==> src/rtl/frame_buffer_arbiter.sv <==
`timescale 1ns/1ps
// frame_buffer_arbiter: one single-port frame-buffer BRAM shared by display reads, FIFO-buffered camera
// writes and req/gnt detection reads. Define FB_ARB_STATS_EN to add the cam_drop_cnt_out counter port.
module frame_buffer_arbiter #(
  parameter int ADDR_W       = 17,
  parameter int DATA_W       = 16,
  parameter int WFIFO_DEPTH  = 4,
  parameter int BRAM_LAT     = 2,
  parameter int STARVE_LIMIT = 8
) (
  input  logic              clk_in,
  input  logic              rst_n_in,
  input  logic              disp_req_in,
  input  logic [ADDR_W-1:0] disp_addr_in,
  output logic [DATA_W-1:0] disp_data_out,
  output logic              disp_valid_out,
  input  logic              cam_valid_in,
  input  logic [ADDR_W-1:0] cam_addr_in,
  input  logic [DATA_W-1:0] cam_data_in,
  output logic              cam_overflow_out,
`ifdef FB_ARB_STATS_EN
  output logic [15:0]       cam_drop_cnt_out,
`endif
  input  logic              det_req_in,
  input  logic [ADDR_W-1:0] det_addr_in,
  output logic              det_gnt_out,
  output logic [DATA_W-1:0] det_data_out,
  output logic              det_valid_out,
  output logic              bram_en_out,
  output logic              bram_we_out,
  output logic [ADDR_W-1:0] bram_addr_out,
  output logic [DATA_W-1:0] bram_din_out,
  input  logic [DATA_W-1:0] bram_dout_in
);

  localparam int PTR_W = (WFIFO_DEPTH > 1) ? $clog2(WFIFO_DEPTH) : 1;
  localparam int CNT_W = PTR_W + 1;
  localparam int STV_W = $clog2(STARVE_LIMIT + 2);
  localparam logic [CNT_W-1:0] FIFO_FULL     = CNT_W'(WFIFO_DEPTH);
  localparam logic [STV_W-1:0] STARVE_RELOAD = STV_W'(STARVE_LIMIT);

  logic [ADDR_W-1:0] fifo_addr_q [WFIFO_DEPTH];
  logic [ADDR_W-1:0] fifo_addr_d [WFIFO_DEPTH];
  logic [DATA_W-1:0] fifo_data_q [WFIFO_DEPTH];
  logic [DATA_W-1:0] fifo_data_d [WFIFO_DEPTH];
  logic [PTR_W-1:0]  wr_ptr_q, wr_ptr_d;
  logic [PTR_W-1:0]  rd_ptr_q, rd_ptr_d;
  logic [CNT_W-1:0]  fifo_cnt_q, fifo_cnt_d;
  logic              ovf_q, ovf_d;
  logic [STV_W-1:0]  starve_left_q, starve_left_d;

  logic              bram_en_q, bram_en_d;
  logic              bram_we_q, bram_we_d;
  logic [ADDR_W-1:0] bram_addr_q, bram_addr_d;
  logic [DATA_W-1:0] bram_din_q, bram_din_d;

  logic [BRAM_LAT-1:0] pipe_vld_q, pipe_vld_d;
  logic [BRAM_LAT-1:0] pipe_det_q, pipe_det_d;
  logic              disp_valid_q, disp_valid_d;
  logic              det_valid_q, det_valid_d;
  logic [DATA_W-1:0] disp_data_q, disp_data_d;
  logic [DATA_W-1:0] det_data_q, det_data_d;

  logic cam_avail, fifo_full, starved;
  logic det_sel, cam_sel, push_ok, drop;

  // starve_left counts denied detect cycles down to zero; zero means detect outranks camera
  assign cam_avail = (fifo_cnt_q != '0);
  assign fifo_full = (fifo_cnt_q == FIFO_FULL);
  assign starved   = (starve_left_q == '0);
  assign det_sel   = !disp_req_in && det_req_in && (starved || !cam_avail);
  assign cam_sel   = !disp_req_in && !det_sel && cam_avail;
  assign push_ok   = cam_valid_in && (!fifo_full || cam_sel);
  assign drop      = cam_valid_in && fifo_full && !cam_sel;

  always_comb begin
    fifo_addr_d = fifo_addr_q;
    fifo_data_d = fifo_data_q;
    wr_ptr_d    = wr_ptr_q;
    rd_ptr_d    = rd_ptr_q;
    if (push_ok) begin
      fifo_addr_d[wr_ptr_q] = cam_addr_in;
      fifo_data_d[wr_ptr_q] = cam_data_in;
      wr_ptr_d              = wr_ptr_q + PTR_W'(1);
    end
    if (cam_sel) begin
      rd_ptr_d = rd_ptr_q + PTR_W'(1);
    end
    fifo_cnt_d = fifo_cnt_q + CNT_W'(push_ok) - CNT_W'(cam_sel);
    ovf_d      = ovf_q | drop;

    starve_left_d = starve_left_q;
    if (!det_req_in || det_sel) begin
      starve_left_d = STARVE_RELOAD;
    end else if (!starved) begin
      starve_left_d = starve_left_q - STV_W'(1);
    end
  end

  always_comb begin
    bram_en_d   = 1'b0;
    bram_we_d   = 1'b0;
    bram_addr_d = bram_addr_q;
    bram_din_d  = bram_din_q;
    if (disp_req_in) begin
      bram_en_d   = 1'b1;
      bram_addr_d = disp_addr_in;
    end else if (det_sel) begin
      bram_en_d   = 1'b1;
      bram_addr_d = det_addr_in;
    end else if (cam_sel) begin
      bram_en_d   = 1'b1;
      bram_we_d   = 1'b1;
      bram_addr_d = fifo_addr_q[rd_ptr_q];
      bram_din_d  = fifo_data_q[rd_ptr_q];
    end
  end

  // bram_dout_in is sampled BRAM_LAT edges after the address is launched on bram_addr_out
  always_comb begin
    pipe_vld_d    = pipe_vld_q;
    pipe_det_d    = pipe_det_q;
    pipe_vld_d[0] = disp_req_in || det_sel;
    pipe_det_d[0] = det_sel;
    for (int i = 1; i < BRAM_LAT; i++) begin
      pipe_vld_d[i] = pipe_vld_q[i-1];
      pipe_det_d[i] = pipe_det_q[i-1];
    end
    disp_valid_d = pipe_vld_q[BRAM_LAT-1] && !pipe_det_q[BRAM_LAT-1];
    det_valid_d  = pipe_vld_q[BRAM_LAT-1] && pipe_det_q[BRAM_LAT-1];
    disp_data_d  = disp_valid_d ? bram_dout_in : disp_data_q;
    det_data_d   = det_valid_d ? bram_dout_in : det_data_q;
  end

  always_ff @(posedge clk_in) begin
    if (!rst_n_in) begin
      for (int i = 0; i < WFIFO_DEPTH; i++) begin
        fifo_addr_q[i] <= '0;
        fifo_data_q[i] <= '0;
      end
      wr_ptr_q      <= '0;
      rd_ptr_q      <= '0;
      fifo_cnt_q    <= '0;
      ovf_q         <= 1'b0;
      starve_left_q <= STARVE_RELOAD;
      bram_en_q     <= 1'b0;
      bram_we_q     <= 1'b0;
      bram_addr_q   <= '0;
      bram_din_q    <= '0;
      pipe_vld_q    <= '0;
      pipe_det_q    <= '0;
      disp_valid_q  <= 1'b0;
      det_valid_q   <= 1'b0;
      disp_data_q   <= '0;
      det_data_q    <= '0;
    end else begin
      fifo_addr_q   <= fifo_addr_d;
      fifo_data_q   <= fifo_data_d;
      wr_ptr_q      <= wr_ptr_d;
      rd_ptr_q      <= rd_ptr_d;
      fifo_cnt_q    <= fifo_cnt_d;
      ovf_q         <= ovf_d;
      starve_left_q <= starve_left_d;
      bram_en_q     <= bram_en_d;
      bram_we_q     <= bram_we_d;
      bram_addr_q   <= bram_addr_d;
      bram_din_q    <= bram_din_d;
      pipe_vld_q    <= pipe_vld_d;
      pipe_det_q    <= pipe_det_d;
      disp_valid_q  <= disp_valid_d;
      det_valid_q   <= det_valid_d;
      disp_data_q   <= disp_data_d;
      det_data_q    <= det_data_d;
    end
  end

`ifdef FB_ARB_STATS_EN
  logic [15:0] drop_cnt_q, drop_cnt_d;

  always_comb begin
    drop_cnt_d = drop_cnt_q;
    if (drop && (drop_cnt_q != 16'hFFFF)) begin
      drop_cnt_d = drop_cnt_q + 16'd1;
    end
  end

  always_ff @(posedge clk_in) begin
    if (!rst_n_in) begin
      drop_cnt_q <= '0;
    end else begin
      drop_cnt_q <= drop_cnt_d;
    end
  end

  assign cam_drop_cnt_out = drop_cnt_q;
`endif

  // grant is combinational but held low while reset is being applied
  assign det_gnt_out      = det_sel && rst_n_in;
  assign cam_overflow_out = ovf_q;
  assign bram_en_out      = bram_en_q;
  assign bram_we_out      = bram_we_q;
  assign bram_addr_out    = bram_addr_q;
  assign bram_din_out     = bram_din_q;
  assign disp_valid_out   = disp_valid_q;
  assign disp_data_out    = disp_data_q;
  assign det_valid_out    = det_valid_q;
  assign det_data_out     = det_data_q;

endmodule

==> config.mk <==
export PLATFORM = sky130hd
export DESIGN_NAME = frame_buffer_arbiter
export DESIGN_NICKNAME = d
export VERILOG_FILES = /design/src/rtl/frame_buffer_arbiter.sv
export SDC_FILE = /design/constraint.sdc
export NUM_CORES = 1
export LEC_CHECK = 0
export CORE_MARGIN = 2
export CORE_UTILIZATION = 45
export DETAILED_ROUTE_END_ITERATION = 12
export PLACE_DENSITY = 0.69
export SLEW_MARGIN = 20
export SYNTH_ARGS = -nofsm -noshare
export SYNTH_HDL_FRONTEND = slang
export SYNTH_SLANG_ARGS = --single-unit
==> constraint.sdc <==
create_clock -name clk_in -period 3.8 [get_ports clk_in]
set_input_delay 0.76 -clock clk_in [delete_from_list [all_inputs] [get_ports clk_in]]
set_output_delay 0.76 -clock clk_in [all_outputs]
set_load 0.03 [all_outputs]
==> results.cfg <==
[outcome]
status = finished clean

[sta]
clock.fmax_ghz = 0.2865
drv_slew = 0
max-slew-margin-rel_pct = 41.36
setup_violations = 0
post-route-period-util_pct = 91.86
finalCriticalPeriod_ps = 3491
hold_violations = 0
rsz0062_at_grt = false
setup_slack_ps = 309.2
tns_ps = 0
fin_skew_ps = 7.823
tightest_slew_ps = 879.6
hold_ws_ps = 427.6

[cts]
numCtsBuffers = 24
h-tree-depth = 1
cts.sinks = 217
cts_setup_buffers = 0
cts_root_buf = clkbuf_16
clock_latency_ps = 510
cts_hold_buffers = 0
cts_tree = yes
clk_pin_slew_ps = 60
clock_path_buffers = 3
ctsResizeCount = 0

[worst_setup_path]
reg2reg_slack_ps = 1120
crit_arrival_ps = 2730
reg2reg_to = fifo_cnt_q[2]$_SDFF_PN0_
reg2reg_from = fifo_cnt_q[2]$_SDFF_PN0_
cp_max_fo = 5
end_kind = primary output
crit_family = buffers and inverters
crit_chain = inv_1 -> ha_1 -> or3b_2 -> a21oi_1 -> nor2b_1 -> clkdlybuf4s50_1
worstSetupStartpointType = flop
crit_required_ps = 3040
cp_slowest_cell = clkdlybuf4s50_1
r2r_cells = 11
critPathKind = reg2out
max_stage_delay_ps = 670
critPathBufInv = 2

[power_and_ir_drop]
power.density_nw_per_um2 = 543.0
clkPwrFrac_pct = 34.5
ir_worst_vdd_uv = 293.0
switching_power_uw = 1913
power.leakage_uw = 0.004200
seqPwrFrac_pct = 40.9
p_total_uw = 6549
power_frac_comb_pct = 24.6
swShare_pct = 29.21
internal_power_uw = 4636

[floorplanning]
start_util_pct = 45.78
die_w_um = 150.0
row_count = 53
dieArea_um2 = 22500
ioPinCount = 159
design.core.area_um2 = 20960
die_h_um = 150.0

[logic_synthesis]
synth_fp_nets = 995
synth-seq-area-share_pct = 45.28
syn_area_um2 = 9593
synth_seq_cells = 217
synth_edf_count = 0
async_flop_share_pct = 0
avgSynthCellArea_um2 = 10.68
synth_cell_type_count = 44
syn_inst = 898
yosys_warnings = 0
synthFlopType = dfxtp_1

[grt]
grt_pass1_wl_um = 35510
grt_max_degree = 110
grt_pass1_vias = 6635
antenna_found_initial = 1
grt_usage_pct = 19.67
gr-total-overflow = 0

[final_layout]
utilization_pct = 57.56
drive_gt1_share_pct = 8.952
num_antenna_cells = 0
area_growth_pct = 25.73
fill_cells = 1860
final_nets = 1131

[placed_design]
post-place-ws_ps = 508.2
port_buffers = 158
dpl.hpwl_um = 13980
gp_congestion = 0.7899

[drt]
viasPerCell = 5.103
ant_nets = 0
route.detailed.drc = 0
num_vias = 6761
wl_um = 22080
drtIter0Drc = 299
dr.pass1.iters = 5
routedWlPerCell_um = 16.66

[min_path]
min_delay_path_depth = 1
whs_endpoint = pipe_vld_q[1]$_SDFF_PN0_
holdCritPathClass = reg2reg
holdCritStartpoint = pipe_vld_q[0]$_SDFF_PN0_

[run]
cap_violations = 0
-- placed cells by master, fill, tap and decap left out, types with 2 or more instances in the layout --
cell type        count
mux4_2              18
and2_1              10
a211oi_2             8
clkdlybuf4s50_1    157
o22ai_4              4
o21ai_0             19
nor2_1               4
nand3_1             11
o22ai_1              8
mux2i_1            135
nor2b_1            137
nand2b_1             2
clkinv_2             5
a21boi_0            48
o211ai_1             8
and3_1               9
nor3_1               2
clkbuf_16           25
mux4_1              15
ha_1                 8
buf_4               16
dfxtp_1            215
xnor2_1              4
buf_12               2
nand2_1            127
inv_1                8
or3_1                2
nand3b_1             4
a31oi_1             10
clkbuf_1             6
clkbuf_8             5
dfxtp_2              2
-- flip-flops by register name (all words and copies together) (netlist names) --
register / flops
bram_addr_out: 17
bram_din_out: 16
bram_en_out: 1
bram_we_out: 1
cam_overflow_out: 1
det_data_out: 16
det_valid_out: 1
disp_data_out: 16
disp_valid_out: 1
fifo_addr_q: 68
fifo_cnt_q: 3
fifo_data_q: 64
pipe_det_q: 2
pipe_vld_q: 2
rd_ptr_q: 2
starve_left_q: 4
wr_ptr_q: 2
-- per-stage QoR --
stage,cells,instance area [um^2]
finish,1325,12060
global route,1325,12060
CTS,1325,12060
detailed placement,1283,11290
global placement,1283,11290
floorplan,898,9593
-- cell families after synthesis --
| logic type | synth area share, % |
|---|---|
| muxes | 22.42 |
| AOI/OAI and AO/OA | 8.739 |
| and+or+nand+nor | 17.45 |
| adders and majority gates | 1.252 |
| DFF | 45.29 |
| xor gates and xnor gates | 0.4565 |
| buffers and inverters | 4.395 |
-- Yosys cell counts, drive strengths merged (4+ instances only) --
cell	number	share of area [%]
ha	8	1.0
mux2i	135	14
nand3	12	0.68
buf	28	2.6
a211oi	9	1.1
clkbuf	37	1.4
a21boi	48	3.8
o211ai	8	0.63
and2	10	0.65
o22ai	12	1.4
dfxtp	217	45
mux4	33	8.3
xnor2	4	0.37
nand3b	4	0.31
nand2	128	5.1
and3	9	0.59
inv	9	0.35
o21ai	19	0.99
nor2	4	0.16
nor2b	137	8.9
a31oi	10	0.65
-- power by group through the flow --
stage                     logic [uW]  registers, uW  clock network (uW)
after floorplan                 1070           2780                   0
after global placement          1600           2730                   0
after detailed placement        1620           2730                   0
after CTS                       1620           2680                2310
after global routing            1740           2710                2410
final                           1610           2680                2260
-- routing by layer --
metal  up-vias  GRT usage [%]  wire, um
li1       3372              -         -
met1      3208          26.91     10340
met2       153          32.10      9999
met3        28          3.841      1359
met4         0          4.811       376
met5         -              0         0
-- worst max path at each step --
stage	from	to	cells after the start
after floorplan	det_req_in	fifo_cnt_q[2]$_SDFF_PN0_	12
after global placement	det_req_in	fifo_cnt_q[2]$_SDFF_PN0_	12
after detailed placement	det_req_in	fifo_cnt_q[2]$_SDFF_PN0_	12
after CTS	starve_left_q[0]$_SDFFE_PP0P_	det_gnt_out	6
after global routing	starve_left_q[0]$_SDFFE_PP0P_	det_gnt_out	6
final	starve_left_q[0]$_SDFFE_PP0P_	det_gnt_out	6
-- area by class of cell --
type,count,area [um^2],area share [%]
multi-input combinational,607,4833,40.07
inverter,9,33.78,0.2801
clock inverter,6,55.05,0.4564
sequential,217,4347,36.04
clock buffer,36,716.9,5.944
tap,275,344.1,2.853
timing repair buffer,175,1732,14.36
Power figures use the tool's default switching activity.
